$ cat config.mk
export PLATFORM = sky130hd
export DESIGN_NAME = fifo_stream_drain
export DESIGN_NICKNAME = d
export VERILOG_FILES = /design/src/rtl/fifo_stream_drain.sv
export SDC_FILE = /design/constraint.sdc
export NUM_CORES = 1
export LEC_CHECK = 0
export CAP_MARGIN = 20
export CORE_MARGIN = 4
export CORE_UTILIZATION = 52
export DETAILED_ROUTE_END_ITERATION = 8
export PLACE_DENSITY = 0.82
export SLEW_MARGIN = 20
export SYNTH_ARGS = -nofsm -noshare
export SYNTH_HDL_FRONTEND = slang
export SYNTH_SLANG_ARGS = --single-unit
export TNS_END_PERCENT = 30
$ cat constraint.sdc
create_clock -name clk -period 4.7 [get_ports clk]
set_input_delay 1.175 -clock clk [delete_from_list [all_inputs] [get_ports clk]]
set_output_delay 1.175 -clock clk [all_outputs]
set_load 0.01 [all_outputs]
$ cat src/rtl/fifo_stream_drain.sv
// Drains a registered-output FIFO read port into a valid/ready stream.
// Captured words go through a 2-entry skid buffer so back-pressure never drops or repeats a word.
module fifo_stream_drain #(
    parameter int WIDTH = 8
) (
    input  logic             clk,
    input  logic             rst,
    input  logic             fifo_empty,
    input  logic [WIDTH-1:0] fifo_q,
    output logic             fifo_pop,
    output logic             out_valid,
    input  logic             out_ready,
    output logic [WIDTH-1:0] out_data,
    output logic [1:0]       buf_count
);

    logic             q_fresh_reg;
    logic [1:0]       arm_reg;
    logic [1:0]       count_reg;
    logic [1:0]       count_next;
    logic [WIDTH-1:0] head_reg;
    logic [WIDTH-1:0] head_next;
    logic [WIDTH-1:0] tail_reg;
    logic [WIDTH-1:0] tail_next;
    logic             handshake;

    assign out_valid = (count_reg != 2'd0);
    assign out_data  = head_reg;
    assign buf_count = count_reg;
    assign handshake = out_valid && out_ready;

    // arm_reg holds off popping for two edges after reset release, independent of q_fresh.
    assign fifo_pop = arm_reg[1] && q_fresh_reg && !fifo_empty &&
                      ((count_reg < 2'd2) || handshake);

    always_comb begin
        head_next  = head_reg;
        tail_next  = tail_reg;
        count_next = count_reg;
        case ({fifo_pop, handshake})
            2'b10: begin
                if (count_reg == 2'd0) begin
                    head_next = fifo_q;
                end else begin
                    tail_next = fifo_q;
                end
                count_next = count_reg + 2'd1;
            end
            2'b01: begin
                head_next  = tail_reg;
                count_next = count_reg - 2'd1;
            end
            2'b11: begin
                // Head leaves while a new word arrives; the new word lands behind any survivor.
                if (count_reg == 2'd1) begin
                    head_next = fifo_q;
                end else begin
                    head_next = tail_reg;
                    tail_next = fifo_q;
                end
            end
            default: begin
            end
        endcase
    end

    always_ff @(posedge clk or negedge rst) begin
        if (!rst) begin
            q_fresh_reg <= 1'b0;
            arm_reg     <= 2'b00;
            count_reg   <= 2'd0;
            head_reg    <= '0;
            tail_reg    <= '0;
        end else begin
            q_fresh_reg <= !fifo_empty && !fifo_pop;
            arm_reg     <= {arm_reg[0], 1'b1};
            count_reg   <= count_next;
            head_reg    <= head_next;
            tail_reg    <= tail_next;
        end
    end

    always_ff @(posedge clk) begin
        if (rst) begin
            overflow_chk: assert (!(fifo_pop && !handshake && count_reg == 2'd2))
            else begin
                $error("fifo_stream_drain: capture into full skid buffer");
                $finish;
            end
        end
    end

endmodule

==> results.ini <==
[die]
die-width_um = 53.62
initial_core_util = 0.5517
coreArea_um2 = 1962
die_h_um = 53.62
num_rows = 16
die_area_um2 = 2875
io_pins = 24

[detailed_routing]
dr.pass1.iters = 4
drt_iter0_markers = 1
wire_per_inst_um = 15.74
ant_nets = 0
drt_wl_total_um = 2235
viasPerCell = 5.585
num_vias = 793
drcViolationCount = 0

[timing]
hold_violations = 0
setup_viol = 0
tns_ps = 0
slew_headroom = 0.3947
fmax_mhz = 234.1
grt_setup_unrepaired = no
finClkSkew_ps = 2.911
layout_setup_ws_ps = 428.4
finalCritPeriodShare = 0.9089
worstMarginPinSlew_ps = 905.1
slew_violations = 0
period_minus_slack_ps = 4272

[clock_tree]
holdBufCountCts = 0
cts_buffers = 3
cts_setup_buffers = 0
cts_tree = yes
clockBufferDepth = 2
clockRootBuffer = clkbuf_4
path_clk_slew_ps = 110
cts.sinks = 21
insertion_delay_ps = 300
htreeDepth = 1
ctsResizeCount = 0

[critical_path]
worstPathArrival_ps = 3100
cp_max_fo = 10
crit_type = in2out
required_ps = 3520
r2r_cells = 8
cp-start-kind = primary input
end_kind = primary output

[logic_synthesis]
synth_nets = 113
synth.area.top_cells = dfrtp_1, mux2_2, ha_1
synth-async-reset-ratio = 1.000
ys_seq_elements = 21
netlist_area_um2 = 1082
synth_edf_count = 0
seq_area_frac_synth = 0.4855
yosys_warnings = 0
syn_avg_cell_area_um2 = 11.39
yosysUniqueCellTypes = 26
synth_top_area_share = 0.4855
yosysTopAreaCell = dfrtp_1
synth_ff_type = dfrtp_1
synth_cells = 95
synth_common_cells = dfrtp_1, o21ai_0
yosysMostFrequentCell = dfrtp_1

[global_route]
grtUsageTotal = 0.1833
grt-ovfl-total = 0
grt_antenna_before_repair = 0
grt_pass1_vias = 783
grt_pass1_wl_um = 3760
grt_max_degree = 22

[power]
leakagePower_nw = 0.5388
peakVddDrop_mv = 0.3619
power_density_nw_per_um2 = 572.1

[run_status]
outcome = finished, final reports clean

[placement]
port-buffer-count = 23
place_congestion = 0.7568
pre_cts_slack_ps = 419.2

[hold_path]
min_path_type = reg2reg
hold_depth = 0

[layout]
diodes = 0
post-route-util = 0.6779
area_growth_syn_to_layout_pct = 22.89
final_nets = 134
drive_gt1_frac = 0.1391

[run]
drv_cap = 0

## per-layer routing
metal  track usage  vias up  part of all wire
met1        0.2183      386              0.41
met3       0.05817        4             0.048
met5             0        -                 0
met2        0.3163       17              0.53
met4       0.05106        0            0.0094
li1              -      386                 -
## power breakdown
part	internal [mW]	switching, mW
Sequential	0.262	0.0498
Combinational	0.191	0.173
Clock	0.0331	0.0518
## metrics by stage
step,instances,power [mW],instance area (um^2),hold slack [ps]
final,142,0.7609,1330,372.0
after global routing,142,0.8193,1330,384.0
after CTS,142,0.7663,1330,375.3
after detailed placement,138,0.6834,1304,341.7
after global placement,138,0.6600,1304,342.5
after floorplan,95,0.5261,1082,331.2
## logic make-up after synthesis
group | Yosys count | synth area share
AO/OA/AOI/OAI | 36 | 0.2278
flip-flops | 21 | 0.4855
buffers and inverters | 12 | 0.05664
AND/OR/NAND/NOR | 9 | 0.05781
multiplexers | 8 | 0.08324
adder cells (fa/ha/maj) | 6 | 0.06936
XOR/XNOR | 2 | 0.01619
other | 1 | 0.003465
## worst max-delay path, cell delays in order
cell and delay, ps:
clkdlybuf4s50_1 410, and3b_1 400, a21boi_1 470, clkdlybuf4s50_1 630
## layout by cell type, fill, tap and decap left out
cell type and count:
inv_2 1, clkdlybuf4s50_1 23, mux2_2 8, nor2_1 1, dfrtp_1 21, nor2b_1 1
ha_1 6, nand2b_1 1, and3b_1 1, nand2_1 2, a21boi_1 1, clkbuf_1 1
and2b_2 1, a21o_1 1, o21ai_0 9, xnor2_1 2, a31oi_1 8, o21ai_4 1
o211ai_1 8, nor2b_4 1, clkbuf_4 3, a211oi_1 8, and2_2 1, inv_1 4
conb_1 1
## cell type report
cell class / instances / area (um^2)
Clock buffer: 4 / 26.28
Fill cell: 168 / 631.9
Inverter: 5 / 18.77
Multi-Input combinational cell: 62 / 495.5
Sequential cell: 21 / 525.5
Tap cell: 27 / 33.78
Timing Repair Buffer: 23 / 230.2
## path summary, 6_finish.rpt
check	slack [ps]	startpoint	end
setup / recovery	430	fifo_empty	fifo_pop
hold / removal	370	arm_reg[0]	arm_reg[1]
setup reg to reg	1890	buf_count[1]	tail_reg[2]
hold reg to reg	370	arm_reg[0]	arm_reg[1]
max in group asynchronous	2780	rst	tail_reg[0]
min in group asynchronous	1370	rst	buf_count[0]
(Power assumes the default switching activity.)
==> RTL change 1 (same settings) <==
The parameter `WIDTH` goes from 8 to 6.
--- a/src/rtl/fifo_stream_drain.sv
+++ b/src/rtl/fifo_stream_drain.sv
@@ -3,3 +3,3 @@
 module fifo_stream_drain #(
-    parameter int WIDTH = 8
+    parameter int WIDTH = 6
 ) (
Ports: changed (resized fifo_q and out_data); port bits go from 24 to 20. The function was not compared with the original's and may differ.
==> RTL change 1 against the original RTL <==
Cell count shrank 14%; register-to-register slack better by 0.43 ns; core utilization is 3.0 points higher; sequential share of layout area down 1.8 points; synthesized area is 14% lower; non-clock buffer count is 3 lower; global-route usage is 3.6 points lower; setup slack gained 0.31 ns; routed wire length is 22% lower; final area shrank 15%; power is 16% lower; sequential cell count is 4 lower; clock skew grew 0.0024 ns; die area is 12% lower; largest cell class unchanged; highest routed layer unchanged.
==> RTL change 1: results (changes against the original RTL) <==
qor: outcome.outcome completed [unchanged]
qor: route.detail_route.vias_per_cell 5.48 [was 5.58]
qor: grt.grt_start_max_net_pins 18 [was 22]
qor: clock_tree.clock_latency 0.28 ns [was 0.30 ns]
qor: synth.post_synth_fa_ha_maj_area_fraction 8.11% [was 6.94%]
qor: layout.num-nets-final 115 [was 134]
qor: synth.synth_xor_xnor_area_share 1.89% [was 1.62%]
qor: synth.synth.cells.most_frequent dfrtp_1 (17), o21ai_0 (7) [was dfrtp_1 (21), o21ai_0 (9)]
qor: synth.register_area_share_after_synthesis 45.9% [was 48.6%]
qor: route.dr.first_iter.drc_count 7 [was 1]
qor: place.post_place_setup_slack 0.744 ns [was 0.419 ns]
qor: route.routed_wire_length_per_instance 14.3 um [was 15.7 um]
qor: synth.share_of_the_synthesized_area_in_compound_gates_ao_oa_aoi_oai 20.9% [was 22.8%]
qor: setup_path.worst-path-max-fanout 8 [was 10]
qor: pwr.power.internal 0.407 mW [was 0.486 mW]
qor: route.dr.pass1.iters 4 [unchanged]
qor: place.postPlaceCellArea 0.00110 mm2 [was 0.00130 mm2]
qor: setup_path.critPathArrivalTime 2.78 ns [was 3.10 ns]
qor: sta.fin_skew 0.00530 ns [was 0.00291 ns]
qor: synth.post_synth_mux_area_share 7.30% [was 8.32%]
qor: setup_path.worst_path_largest_cell_delay 0.57 ns [was 0.63 ns]
qor: grt.globalRouteTotalUtil 14.7% [was 18.3%]
qor: layout.area_delta_synth_final 21.9% [was 22.9%]
qor: place.placer_congestion_estimate 0.778 [was 0.757]
qor: synth.postSynthNetCount 96 [was 113]
qor: clock_tree.clock-root-buffer clkbuf_4 [unchanged]
qor: sta.timing.max_slew.rel_slack 50.8% [was 39.5%]
qor: route.routed_wl 1.75 mm [was 2.24 mm]
qor: synth.syn-mean-instance-area 11.6 um2 [was 11.4 um2]
qor: pwr.leakage_power_of_the_design 0.468 nW [was 0.539 nW]
qor: pwr.ir_worst_vdd 346 uV [was 362 uV]
qor: synth.ys_types 24 [was 26]
qor: place.buffer_ports.inserted 19 [was 23]
qor: grt.vias_in_the_first_global_route 641 [was 783]
qor: layout.num-fill-cells 117 [was 168]
qor: synth.synth.top_cells.by_area dfrtp_1 (46%), ha_1 (8.1%), mux2_2 (7.3%), a211oi_1 (4.9%), o211ai_1 (4.9%) [was dfrtp_1 (49%), mux2_2 (8.3%), ha_1 (6.9%), a211oi_1 (5.5%), o211ai_1 (5.5%)]
qor: layout.drive_above_1_share 15.3% [was 13.9%]
-- RTL change 1: cell count changes after synthesis, moves of 2 or more --
cell / change
o211ai_1: -2
a211oi_1: -2
mux2_2: -2
dfrtp_1: -4
o21ai_0: -2
a31oi_1: -2
-- RTL change 1: cell type report --
type	count	area share [%]
Inverter	5	2.11
Multi-Input combinational cell	52	37.6
Clock inverter	1	0.443
Clock buffer	3	2.00
Sequential cell	17	37.7
Timing Repair Buffer	20	17.5
Tap cell	24	2.66
-- RTL change 1: cells by family (layout without fill, tap and decap cells) --
kind of cell / Yosys count / count (layout)
mux: 6 / 6
buf+inv: 11 / 29
compound gates: 28 / 28
fa+ha+maj: 6 / 6
simple gates: 9 / 9
xor+xnor: 2 / 2
flops: 17 / 17
other cells: 1 / 1
-- RTL change 1: layer usage --
metal  vias up  track usage [%]  part of all wire (%)
met3         2             2.37                   4.0
li1        318                -                     -
met2        19             25.2                    49
met5         -                0                     0
met1       330             19.0                    46
met4         0             4.61                  0.80
-- RTL change 1: worst paths after layout --
path                         startpoint      endpoint  slack, ns  depth (start not counted)
min in group asynchronous           rst  buf_count[0]       1.31                          1
min                          arm_reg[0]    arm_reg[1]       0.36                          0
max in group asynchronous           rst   tail_reg[1]       2.92                          1
max                          fifo_empty      fifo_pop       0.74                          4
max reg2reg                buf_count[1]   tail_reg[3]       2.32                          9
min reg2reg                  arm_reg[0]    arm_reg[1]       0.36                          0
-- RTL change 1: power by group through the flow --
stage / registers (mW) / logic (mW) / clock network (mW)
floorplan: 0.261 / 0.187 / 0
global placement: 0.249 / 0.301 / 0
detailed placement: 0.252 / 0.311 / 0
CTS: 0.249 / 0.312 / 0.0793
global route: 0.256 / 0.338 / 0.0868
finish: 0.250 / 0.310 / 0.0790
==> RTL change 2 (config.mk and constraints unchanged) <==
Made on the original files. Make the reset (`rst`) synchronous in one clocked block.
--- a/src/rtl/fifo_stream_drain.sv
+++ b/src/rtl/fifo_stream_drain.sv
@@ -66,3 +66,3 @@
 
-    always_ff @(posedge clk or negedge rst) begin
+    always_ff @(posedge clk) begin
         if (!rst) begin
Behaviour: differs if rst is asserted again (counterexample within 4 cycles, from zero or initial values and one cycle with rst low); with rst held inactive, the same outputs for 10 cycles.
==> RTL change 2 against the original RTL <==
Final area down 5.6%; largest cell class is now multi-input combinational cells; routed wire length down 15%; first-iteration DRC count rose to 13 times the old value; synthesized cell count did not move; synthesized area fell by 9.9%; sequential cell count unchanged; setup slack improved by 0.34 ns.
Power is not compared: it rests on default switching activity, and its combinational part moved more than twofold at a synthesized area within 25%.
==> RTL change 2: results (changes against the original RTL) <==
qor: setup_path.worst_path_largest_cell_delay 0.59 ns [was 0.63 ns]
qor: layout.antenna_cells_inserted 0 [unchanged]
qor: clock_tree.worst_setup_hold_path_clk_slew 0.10 ns
qor: route.dr.pass1.iters 4 [unchanged]
qor: setup_path.critPathArrivalTime 2.76 ns [was 3.10 ns]
qor: synth.synth.top_cells.by_area dfxtp_1 (43%), mux2i_1 (8.2%), ha_1 (7.7%), a221oi_1 (7.2%), nor2b_1 (5.1%) [was dfrtp_1 (49%), mux2_2 (8.3%), ha_1 (6.9%), a211oi_1 (5.5%), o211ai_1 (5.5%)]
qor: grt.globalRouteTotalUtil 16.6% [was 18.3%]
qor: setup_path.worst-path-max-fanout 3 [was 10]
qor: grt.antenna_found_initial 0 [unchanged]
qor: clock_tree.cts.htree.levels 1 [unchanged]
qor: route.detail_route.vias_per_cell 5.39 [was 5.58]
qor: place.placer_congestion_estimate 0.787 [was 0.757]
qor: synth.postSynth.asyncResetShare 0% [was 100%]
qor: route.dr.first_iter.drc_count 13 [was 1]
qor: pwr.ir_worst_vdd 169 uV
qor: route.routed_wl 1.91 mm [was 2.24 mm]
qor: pwr.leakage_power_of_the_design 0.534 nW
qor: setup_path.critPathTopFamily buffers and inverters [unchanged]
qor: synth.synth.cells.most_frequent dfxtp_1 (21), o21ai_0 (9) [was dfrtp_1 (21), o21ai_0 (9)]
qor: place.buffer_ports.inserted 23 [unchanged]
qor: clock_tree.cts_buf_count 3 [unchanged]
qor: clock_tree.ctsLongestPathBuffers 2 [unchanged]
qor: clock_tree.ctsResizeCount 0 [unchanged]
qor: clock_tree.clock_latency 0.30 ns [about the same]
qor: clock_tree.clock-root-buffer clkbuf_4 [unchanged]
qor: place.placed_cells 141 [was 138]
qor: setup_path.crit_path_top_delay_cell clkdlybuf4s50_1 [unchanged]
qor: grt.grt_start_max_net_pins 22 [unchanged]
qor: grt.grt_pass1_wl 3.24 mm [was 3.76 mm]
qor: place.dpl.hpwl 1.37 mm
qor: sta.fin_skew 0.00524 ns [was 0.00291 ns]
qor: synth.netlist_instances 95 [unchanged]
qor: synth.count_of_yosys_warnings_during_synthesis 0 [unchanged]
qor: synth.postSynthNetCount 113 [unchanged]
qor: route.routed_wire_length_per_instance 13.1 um [was 15.7 um]
qor: synth.register_area_share_after_synthesis 43.1% [was 48.6%]
qor: layout.drive_above_1_share 8.33% [was 13.9%]
qor: place.post_place_setup_slack 0.781 ns [was 0.419 ns]
qor: sta.tightestPinTransition 0.569 ns [was 0.905 ns]
qor: synth.ys_types 24 [was 26]
qor: outcome.outcome completed [unchanged]
qor: grt.vias_in_the_first_global_route 763 [was 783]
qor: clock_tree.cts_setup_buffers 0 [unchanged]
qor: min_path.hold_class register to register [unchanged]
-- RTL change 2: kinds of logic (layout without fill, tap and decap cells) --
| kind of cell | count (synthesis) | after routing | synth area share, % |
|---|---|---|---|
| fa+ha+maj | 6 | 6 | 7.70 |
| xor+xnor | 2 | 2 | 1.80 |
| mux | 8 | 8 | 8.22 |
| buf+inv | 9 | 34 | 4.11 |
| compound gates | 22 | 22 | 19.1 |
| simple gates | 27 | 27 | 15.9 |
| flops | 21 | 21 | 43.1 |
-- RTL change 2: metrics by stage --
stage / instance area [um2] / power [mW] / hold slack (ns)
after floorplan: 975 / 0.222 / 0.412
after global placement: 1230 / 0.249 / 0.423
after detailed placement: 1230 / 0.250 / 0.428
after CTS: 1250 / 0.335 / 0.457
after global routing: 1250 / 0.347 / 0.483
final: 1250 / 0.330 / 0.449
-- RTL change 2: cell type report --
cell class | instances | area [um2]
clock buffer | 4 | 26.3
fill | 151 | 490
sequential | 21 | 420
multi-input combinational | 65 | 514
timing repair buffer | 24 | 238
tap | 25 | 31.3
inverter | 6 | 25.0
-- RTL change 2: path summary, 6_finish.rpt --
kind,start,to,slack (ns),depth (start not counted)
worst min register to register,arm_reg[0],arm_reg[1],0.45,1
worst max register to register,buf_count[1],tail_reg[4],2.04,10
worst min-delay path,arm_reg[0],arm_reg[1],0.45,1
worst max-delay path,fifo_empty,fifo_pop,0.77,4
-- RTL change 2: metal layers --
layer / track usage (%) / vias to the layer above / part of all wire [%]
met2: 27.3 / 27 / 46
li1: - / 386 / -
met1: 19.0 / 364 / 45
met3: 5.25 / 4 / 7.0
met4: 9.17 / 0 / 1.7
met5: 0 / - / 0
-- RTL change 2: report_power, final --
part | switching, mW | internal, mW
clock network | 0.0515 | 0.0331
registers | 0.00385 | 0.186
logic | 0.0245 | 0.0316
total | 0.0799 | 0.251
-- RTL change 2: worst reg2reg max path: cells and delay by family, from the launching register on --
| kind | cells | cell delay [ns] |
|---|---|---|
| buffers and inverters | 2 | 0.34 |
| adders and majority gates | 2 | 0.56 |
| DFF | 1 | 0.35 |
| muxes | 1 | 0.25 |
| and+or+nand+nor | 3 | 0.45 |
| AOI/OAI and AO/OA | 2 | 0.59 |
